==> src/rtl/aes_decrypt_core.sv <==
// aes_decrypt_core: iterative AES-128 inverse cipher, one block in flight.
// Ciphertext is accepted over in_valid/in_ready, and plaintext is returned over out_valid/out_ready.
// Byte i of in_data, out_data and of every key_schedule entry (bits [8i+7:8i])
// is state row i%4, column i/4. FIPS byte 0 is byte 0.
// Optional build macro AES_DEC_UNROLL2_EN: two inverse rounds per ROUND cycle.
module aes_decrypt_core (
  input  logic              clk,
  input  logic              rst_n,
  input  logic [10:0][127:0] key_schedule,
  input  logic [15:0][7:0]  in_data,
  input  logic              in_valid,
  output logic              in_ready,
  output logic [15:0][7:0]  out_data,
  output logic              out_valid,
  input  logic              out_ready
);

  typedef enum logic [1:0] {S_IDLE, S_ROUND, S_DONE} state_e;

  localparam logic [7:0] INV_SUB_BYTES_TABLE [256] = '{
    8'h52,8'h09,8'h6a,8'hd5,8'h30,8'h36,8'ha5,8'h38,8'hbf,8'h40,8'ha3,8'h9e,8'h81,8'hf3,8'hd7,8'hfb,
    8'h7c,8'he3,8'h39,8'h82,8'h9b,8'h2f,8'hff,8'h87,8'h34,8'h8e,8'h43,8'h44,8'hc4,8'hde,8'he9,8'hcb,
    8'h54,8'h7b,8'h94,8'h32,8'ha6,8'hc2,8'h23,8'h3d,8'hee,8'h4c,8'h95,8'h0b,8'h42,8'hfa,8'hc3,8'h4e,
    8'h08,8'h2e,8'ha1,8'h66,8'h28,8'hd9,8'h24,8'hb2,8'h76,8'h5b,8'ha2,8'h49,8'h6d,8'h8b,8'hd1,8'h25,
    8'h72,8'hf8,8'hf6,8'h64,8'h86,8'h68,8'h98,8'h16,8'hd4,8'ha4,8'h5c,8'hcc,8'h5d,8'h65,8'hb6,8'h92,
    8'h6c,8'h70,8'h48,8'h50,8'hfd,8'hed,8'hb9,8'hda,8'h5e,8'h15,8'h46,8'h57,8'ha7,8'h8d,8'h9d,8'h84,
    8'h90,8'hd8,8'hab,8'h00,8'h8c,8'hbc,8'hd3,8'h0a,8'hf7,8'he4,8'h58,8'h05,8'hb8,8'hb3,8'h45,8'h06,
    8'hd0,8'h2c,8'h1e,8'h8f,8'hca,8'h3f,8'h0f,8'h02,8'hc1,8'haf,8'hbd,8'h03,8'h01,8'h13,8'h8a,8'h6b,
    8'h3a,8'h91,8'h11,8'h41,8'h4f,8'h67,8'hdc,8'hea,8'h97,8'hf2,8'hcf,8'hce,8'hf0,8'hb4,8'he6,8'h73,
    8'h96,8'hac,8'h74,8'h22,8'he7,8'had,8'h35,8'h85,8'he2,8'hf9,8'h37,8'he8,8'h1c,8'h75,8'hdf,8'h6e,
    8'h47,8'hf1,8'h1a,8'h71,8'h1d,8'h29,8'hc5,8'h89,8'h6f,8'hb7,8'h62,8'h0e,8'haa,8'h18,8'hbe,8'h1b,
    8'hfc,8'h56,8'h3e,8'h4b,8'hc6,8'hd2,8'h79,8'h20,8'h9a,8'hdb,8'hc0,8'hfe,8'h78,8'hcd,8'h5a,8'hf4,
    8'h1f,8'hdd,8'ha8,8'h33,8'h88,8'h07,8'hc7,8'h31,8'hb1,8'h12,8'h10,8'h59,8'h27,8'h80,8'hec,8'h5f,
    8'h60,8'h51,8'h7f,8'ha9,8'h19,8'hb5,8'h4a,8'h0d,8'h2d,8'he5,8'h7a,8'h9f,8'h93,8'hc9,8'h9c,8'hef,
    8'ha0,8'he0,8'h3b,8'h4d,8'hae,8'h2a,8'hf5,8'hb0,8'hc8,8'heb,8'hbb,8'h3c,8'h83,8'h53,8'h99,8'h61,
    8'h17,8'h2b,8'h04,8'h7e,8'hba,8'h77,8'hd6,8'h26,8'he1,8'h69,8'h14,8'h63,8'h55,8'h21,8'h0c,8'h7d
  };

  // Multiply by x modulo x^8+x^4+x^3+x+1.
  function automatic logic [7:0] xtime(input logic [7:0] b);
    return {b[6:0], 1'b0} ^ (b[7] ? 8'h1b : 8'h00);
  endfunction

  // Multiply by a 4-bit constant k as a sum of b, 2b, 4b, 8b.
  function automatic logic [7:0] gmul(input logic [7:0] b, input logic [3:0] k);
    logic [7:0] x2, x4, x8;
    x2 = xtime(b);
    x4 = xtime(x2);
    x8 = xtime(x4);
    return (k[3] ? x8 : 8'h00) ^ (k[2] ? x4 : 8'h00) ^ (k[1] ? x2 : 8'h00) ^ (k[0] ? b : 8'h00);
  endfunction

  // One inverse round: InvShiftRows, InvSubBytes, AddRoundKey, optional InvMixColumns.
  function automatic logic [15:0][7:0] inv_round(input logic [15:0][7:0] s,
                                                 input logic [127:0] rk,
                                                 input logic mix);
    logic [15:0][7:0] t, u;
    for (int c = 0; c < 4; c++)
      for (int r = 0; r < 4; r++)
        t[r+4*c] = INV_SUB_BYTES_TABLE[s[r+4*((c-r+4)%4)]] ^ rk[8*(r+4*c) +: 8];
    u = t;
    if (mix)
      for (int c = 0; c < 4; c++) begin
        u[4*c]   = gmul(t[4*c],4'he) ^ gmul(t[4*c+1],4'hb) ^ gmul(t[4*c+2],4'hd) ^ gmul(t[4*c+3],4'h9);
        u[4*c+1] = gmul(t[4*c],4'h9) ^ gmul(t[4*c+1],4'he) ^ gmul(t[4*c+2],4'hb) ^ gmul(t[4*c+3],4'hd);
        u[4*c+2] = gmul(t[4*c],4'hd) ^ gmul(t[4*c+1],4'h9) ^ gmul(t[4*c+2],4'he) ^ gmul(t[4*c+3],4'hb);
        u[4*c+3] = gmul(t[4*c],4'hb) ^ gmul(t[4*c+1],4'hd) ^ gmul(t[4*c+2],4'h9) ^ gmul(t[4*c+3],4'he);
      end
    return u;
  endfunction

  state_e           st_q, st_d;
  logic [15:0][7:0] blk_q, blk_d;
  logic [3:0]       rnd_q, rnd_d;

`ifdef AES_DEC_UNROLL2_EN
  logic [3:0]       rnd_m1;
  logic [15:0][7:0] mid;
  // Rounds r and r-1 per cycle; r is always odd, so the first half always mixes.
  always_comb begin
    rnd_m1 = rnd_q - 4'd1;
    mid    = inv_round(blk_q, key_schedule[rnd_q], 1'b1);
  end
`endif

  // Next-state logic: load, round stepping and output handshake.
  always_comb begin
    st_d  = st_q;
    blk_d = blk_q;
    rnd_d = rnd_q;
    case (st_q)
      S_IDLE: if (in_valid) begin
        blk_d = in_data ^ key_schedule[10];
        rnd_d = 4'd9;
        st_d  = S_ROUND;
      end
      S_ROUND: begin
`ifdef AES_DEC_UNROLL2_EN
        blk_d = inv_round(mid, key_schedule[rnd_m1], rnd_m1 != 4'd0);
        if (rnd_q == 4'd1) begin
          rnd_d = 4'd0;
          st_d  = S_DONE;
        end else begin
          rnd_d = rnd_q - 4'd2;
        end
`else
        blk_d = inv_round(blk_q, key_schedule[rnd_q], rnd_q != 4'd0);
        if (rnd_q == 4'd0) st_d = S_DONE;
        else               rnd_d = rnd_q - 4'd1;
`endif
      end
      S_DONE: if (out_ready) st_d = S_IDLE;
      default: st_d = S_IDLE;
    endcase
  end

  // State registers; reset discards any block in flight.
  always_ff @(posedge clk or negedge rst_n) begin
    if (!rst_n) begin
      st_q  <= S_IDLE;
      blk_q <= '0;
      rnd_q <= 4'd0;
    end else begin
      st_q  <= st_d;
      blk_q <= blk_d;
      rnd_q <= rnd_d;
    end
  end

  assign in_ready  = (st_q == S_IDLE);
  assign out_valid = (st_q == S_DONE);
  assign out_data  = blk_q;

endmodule

==> config.mk <==
export PLATFORM = sky130hd
export DESIGN_NAME = aes_decrypt_core
export DESIGN_NICKNAME = d
export VERILOG_FILES = /design/src/rtl/aes_decrypt_core.sv
export SDC_FILE = /design/constraint.sdc
export NUM_CORES = 2
export LEC_CHECK = 0
export CORE_AREA = 2 2 659 661
export DETAILED_ROUTE_END_ITERATION = 8
export DIE_AREA = 0 0 661 663
export PLACE_DENSITY = 0.41
export SYNTH_ARGS = -nofsm -noshare
export SYNTH_HDL_FRONTEND = slang
export SYNTH_SLANG_ARGS = --single-unit
==> constraint.sdc <==
create_clock -name clk -period 4.8 [get_ports clk]
set_clock_uncertainty 0.05 [all_clocks]
set_input_delay 0.72 -clock clk [delete_from_list [all_inputs] [get_ports clk]]
set_output_delay 0.72 -clock clk [all_outputs]
set_load 0.005 [all_outputs]
; ---- Word-level counts from Yosys, hierarchy flattened
; Memory sizes are Yosys's and may differ from the RTL's.
; Cells that the tools add are included.
[totals]
word_cells = 382
in_bits = 1540
n_memories = 16
output_inout_bits = 130
rom_bits = 32768
ff_bits = 134
[classes]
add_sub_neg = 1
n_eq_ne = 6
order_cmp = 17
n_mux = 92
n_reduce_logical = 7
bitwise = 225
[memory_table]
columns = name, words, width, rd, rd_ports_with_merged_regs, wr, line_no
row1 = (name not given), 256, 8, 1, 0, 0, 60  ; t[r+4*c] = INV_SUB_BYTES_TABLE[s[r+4*((c-r+4)%4)]] ^ rk[8*(r+4*c) +: 8];
row2 = (name not given), 256, 8, 1, 0, 0, 60
row3 = (name not given), 256, 8, 1, 0, 0, 60
row4 = (name not given), 256, 8, 1, 0, 0, 60
row5 = (name not given), 256, 8, 1, 0, 0, 60
row6 = (name not given), 256, 8, 1, 0, 0, 60
row7 = +10 memories, -, -, -, -, -, -
[op_table]
columns = operator, count
row1 = 8-bit XOR, 171
row2 = 128-bit binary-select mux with 4-bit select, 1
row3 = 128-bit two-way mux, 3
row4 = 8-bit by 5-bit XOR with 8-bit output, 37
row5 = 8-bit two-way mux, 32
row6 = 128-bit one-hot mux with 2 select lines, 1
row7 = 5-bit two-way mux, 48
row8 = "9-bit greater-or-equal comparator, second input constant", 16
row9 = 8-bit NOT with 9-bit output, 16
row10 = 128-bit XOR, 1
row11 = 4-bit two-way mux, 2
row12 = 4-bit one-hot mux with 2 select lines, 1
row13 = 2-bit two-way mux, 3
row14 = "2-bit != test, second input constant", 3
row15 = 2-bit one-hot mux with 3 select lines, 1
row16 = 3-bit AND reduction, 2
row17 = "4-bit by 5-bit < comparator with 1-bit output, second input constant", 1
row18 = 4-bit zero test, 1
row19 = 4-bit nonzero test, 1
row20 = "4-bit by 1-bit subtractor with 4-bit output, second input constant", 1
row21 = "2-bit by 1-bit == test with 1-bit output, second input constant", 1
row22 = "2-bit == test, second input constant", 1
row23 = 2-bit zero test, 1
row24 = "2-bit by 1-bit != test with 1-bit output, second input constant", 1
row25 = other kinds (2), 2

; ---- Logic depth before layout (Yosys ltp)
[logic_depth]
word_depth = 18
mapped_depth = 20
ltp_nobuf = 17

; ---- Worst setup path after synthesis
; OpenSTA, ideal clock, no wires.
[synth_path]
path_type = register -> register
from = register blk_q, in the netlist out_data[80]
to = register blk_q, in the netlist out_data[27]
t_required_ps = 4613
path_slack_ps = -322
period_less_slack_ps = 5122
path_stages_with_launch = 20
n_path_buf = 5
arrival_ps = 4935
setup_time_ps = 137
cell_sequence = dfrtp_1 -> clkbuf_1 -> buf_2 -> clkbuf_1 -> inv_1 -> ha_1 -> buf_2 -> clkbuf_1 -> o21ai_0 -> mux4_2 -> mux4_2 -> a211oi_2 -> xnor2_2 -> xor2_2 -> xor2_1 -> xnor2_1 -> xnor2_1 -> xor2_1 -> a221oi_1 -> a21oi_1
[synth_via]
elab_chain_cells = 14
elab_cells_between_ends = 15
cone_classes = 6 x mux / 8 x bitwise / 1 x memory
[synth_lines]
columns = element, line_no
row1 = start: declaration, 73  ; logic [15:0][7:0] blk_q, blk_d;
row2 = start signal: assignment, 125  ; blk_q <= blk_d;
row3 = 8-bit NOT with 9-bit output (implied by the code) (*), 60
row4 = memory 256 x 8 bit (*), -
row5 = 8-bit two-way mux (implied by the code) (*) (2 in a row), 60
row6 = 8-bit XOR (*), 60
row7 = 5-bit two-way mux / 8-bit by 5-bit XOR with 8-bit output (equally long branches), 41  ; return {b[6:0], 1'b0} ^ (b[7] ? 8'h1b : 8'h00);
row8 = 8-bit by 5-bit XOR with 8-bit output, 41
row9 = 8-bit by 5-bit XOR with 8-bit output / 5-bit two-way mux (equally long branches), 41
row10 = 8-bit by 5-bit XOR with 8-bit output, 41
row11 = 8-bit XOR (*), 50  ; return (k[3] ? x8 : 8'h00) ^ (k[2] ? x4 : 8'h00) ^ (k[1] ? x2 : 8'h00) ^ (k[0] ? b : 8'h00);
row12 = 8-bit XOR (*) (2 in a row), 67  ; u[4*c+3] = gmul(t[4*c],4'hb) ^ gmul(t[4*c+1],4'hd) ^ gmul(t[4*c+2],4'h9) ^ gmul(t[4*c+3],4'he);
row13 = 128-bit two-way mux (*), 62  ; if (mix)
row14 = 128-bit one-hot mux with 2 select lines (*), 91  ; case (st_q)
; Mark *: on every way between the ends. The rest lies on a longest branch, timed or not. The select of a mux whose other input is x is not followed.
; A chain may end at the register's enable or synchronous reset.

; ---- Final worst setup path
[layout_path]
from = register blk_q, in the netlist out_data[111]
to = register blk_q, in the netlist out_data[6]
[layout_via]
elab_chain_cells = 16
[layout_lines]
columns = element, line_no
row1 = 8-bit NOT with 9-bit output (implied by the code) (*), 60
row2 = memory 256 x 8 bit (*), -
row3 = 8-bit two-way mux (implied by the code) (*) (2 in a row), 60
row4 = 8-bit XOR (*), 60
row5 = 5-bit two-way mux, 41
row6 = 8-bit by 5-bit XOR with 8-bit output (3 in a row), 41
row7 = 8-bit XOR, 50
row8 = 8-bit XOR (*), 50
row9 = 8-bit XOR (*) (3 in a row), 64  ; u[4*c] = gmul(t[4*c],4'he) ^ gmul(t[4*c+1],4'hb) ^ gmul(t[4*c+2],4'hd) ^ gmul(t[4*c+3],4'h9);
row10 = 128-bit two-way mux (*), 62
row11 = 128-bit one-hot mux with 2 select lines (*), 91
; Marks and branches as above.

==> metrics <==
fmax=roughly 200 MHz; WS Path Type=flop to flop; CTS tree=built; Die ar.=0.438 sq mm; FILL cells=between 40000 and 50000; Clock Tree Root=clkbuf_16; worst hold slack=0.00228 ns; Worst-Margin Slew=1.43 ns; first-pass GRT wire length=1140000 um; layout cells sized above 1=between 30% and 40%; routed len/inst=42.1 um; core box area=0.432 sq mm; GR Overflow Total=0; violated checks=setup timing; R2R cell count=14; CTS Sinks=134; Final setup viols=13; ANT nets after route=0; flops & latches, synth=134; CP Depth=14; I/O Buffers=1669; initial cell density of the core=about a fifth; RePlAce Congestion=1.03; Reg area=0.00351 sq mm; 1st-iter DRT viols=16400; Yosys Warn Count=0; # rows=between 200 and 250; max-slew violations=0; Syn Std Cell Area=around 0.085 sq mm; most common library cells after synthesis=a21oi_1 (954), nor2_1 (816), o21ai_0 (803); clk slew on worst S/H paths=~0.10 ns; first drt pass iteration count=6; gr usage total=38.3%; most used cell, CP=o211ai_1; outcome=finished with violations; number of max-cap violations=0; Hold Crit Class=input pin to async pin; Crit path largest cell delay=about 0.77 ns; Yosys top cell area share=11.6%; H-tree depth=4; Critical Path AT=5.30 ns; Layout area overhead=59.9%; dpl hpwl=approximately 740000 um; post-synthesis sequential area ratio=3.96%; CP Data Required Time=5.21 ns; latest clock arrival within the worst-skew pair=0.60 ns; most frequent cell after synthesis=a21oi_1; Die Wd=661 um; library cells used by synthesis=121; vias per cell=5.74; Top FF cell, synth=dfrtp_1; number of global-route vias before repair=approximately 110k; family with the most delay on the worst path=XOR/XNOR gates; syn nets=13200; Final WS setup=-0.0954 ns; area of the multi-input gates=0.0782 sq mm; post-synthesis async set-or-reset flop share=100%; Synth Area per Inst=7.47 sq um; min cycle time layout=4.90 ns; Max clock buf depth=2; Synth area leaders=mux4_2 (12%), xnor2_1 (6.6%), a21oi_1 (5.6%); CP max FO=7; Nets=16700; clock buffer count from CTS=17; cell breakdown of the critical path=inv_1 -> buf_4 -> nor2_1 -> o211ai_1 -> o311ai_4 -> xor2_4 -> xor2_2 -> xor3_2 -> buf_6 -> xor2_1 -> xnor2_1 -> xnor2_2 -> o211ai_1 -> o21ai_1; Ports=1670; Rel. slew slack=4.91%; Setup crit end kind=flop; initial antenna violation count=295; final setup TNS=-0.385 ns; routed wire length=884000 um; Slowest-stage cell, CP=dfrtp_1; final hold vios=0; RSZ-0062 raised after global routing=true; hold_buf cts=0; CP Buf/Inv Count=3; Synth area leader=mux4_2; Post-synth EDFFs=0; Residual DRC=0; die height=663 um; Post-Syn Instances=around 11000; CP Launch Type=flop; largest net degree at the start of global routing=88; via total after detailed routing=121000; Final Cycle Share=102%
-- stage by stage --
| step | utilization (%) | area, sq um | instances | setup slack (ns) |
|---|---|---|---|---|
| floorplan | - | 84700 | 11300 | -0.00615 |
| global placement | 29.6 | 128000 | 20400 | -0.970 |
| detailed placement | 29.6 | 128000 | 20400 | -0.916 |
| CTS | 30.1 | 130000 | 20500 | -0.0264 |
| global route | 31.3 | 135000 | 21000 | -0.0783 |
| finish | 31.3 | 135000 | 21000 | -0.0954 |
-- per-layer routing --
layer | GRT usage [%] | wire length [um] | vias up
li1 | - | - | 50700
met1 | 47.4 | 346000 | 60700
met5 | 0 | 538 | -
met3 | 8.12 | 75300 | 1562
met2 | 56.7 | 375000 | 7525
met4 | 32.1 | 87500 | 78
-- path summary, 6_finish.rpt --
kind                            slack [ns]          start            end
worst max-delay path                  -0.1  out_data[111]    out_data[6]
worst min-delay path                 0.002          rst_n  out_data[120]
worst max register to register        -0.1  out_data[111]    out_data[6]
worst min register to register        0.55   out_data[25]   out_data[25]
max in group asynchronous             3.66          rst_n   out_data[19]
min in group clk                      0.55   out_data[25]   out_data[25]
-- cells by family after synthesis --
family,after synthesis,synth area share [%]
AOI/OAI and AO/OA,4140,33.3
xor gates and xnor gates,1066,13.4
adders and majority gates,324,4.82
buffers and inverters,1524,8.83
DFF,134,3.96
muxes,779,15.9
and+or+nand+nor,3363,19.8
-- placed cells by master (no fill, tap or decap), types with 117 or more instances in the layout --
master           count
inv_1              143
xor2_1             212
a31oi_1            210
nand2_1            736
xnor2_1            539
a311oi_1           129
buf_4             2799
nor2_1             785
a211oi_1           263
diode_2            413
o21ai_0            752
nand3_1            268
nand2b_1           332
a21oi_1            920
o311ai_0           135
o211ai_1           237
mux4_2             437
ha_1               235
nor3_1             282
nor2b_1            277
clkdlybuf4s50_1   1668
xnor2_2            117
mux2i_1            212
buf_12             252
-- final cells by class --
class / count / share of cell area, %
Multi-Input combinational cell: 9672 / 57.7
Timing Repair Buffer: 4807 / 32.5
Tap cell: 5734 / 5.30
Sequential cell: 134 / 2.60
Antenna cell: 413 / 0.764
Inverter: 209 / 0.614
Clock buffer: 18 / 0.317
Clock inverter: 14 / 0.122
-- flip-flops by register name (all words and copies together), names as in the netlist --
name and cells:
rnd_q 4, st_q 2, out_data 128
-- timing repair --
item	CTS	global route
gates resized for setup	326	647
pin swaps	64	177
buffers inserted	35	93
cloned	1	7
endpoints found under the setup margin	113	118
Power is left out: the tool's default activity adds up to more than one toggle a clock period on the data nets, which glitch-free logic cannot reach.
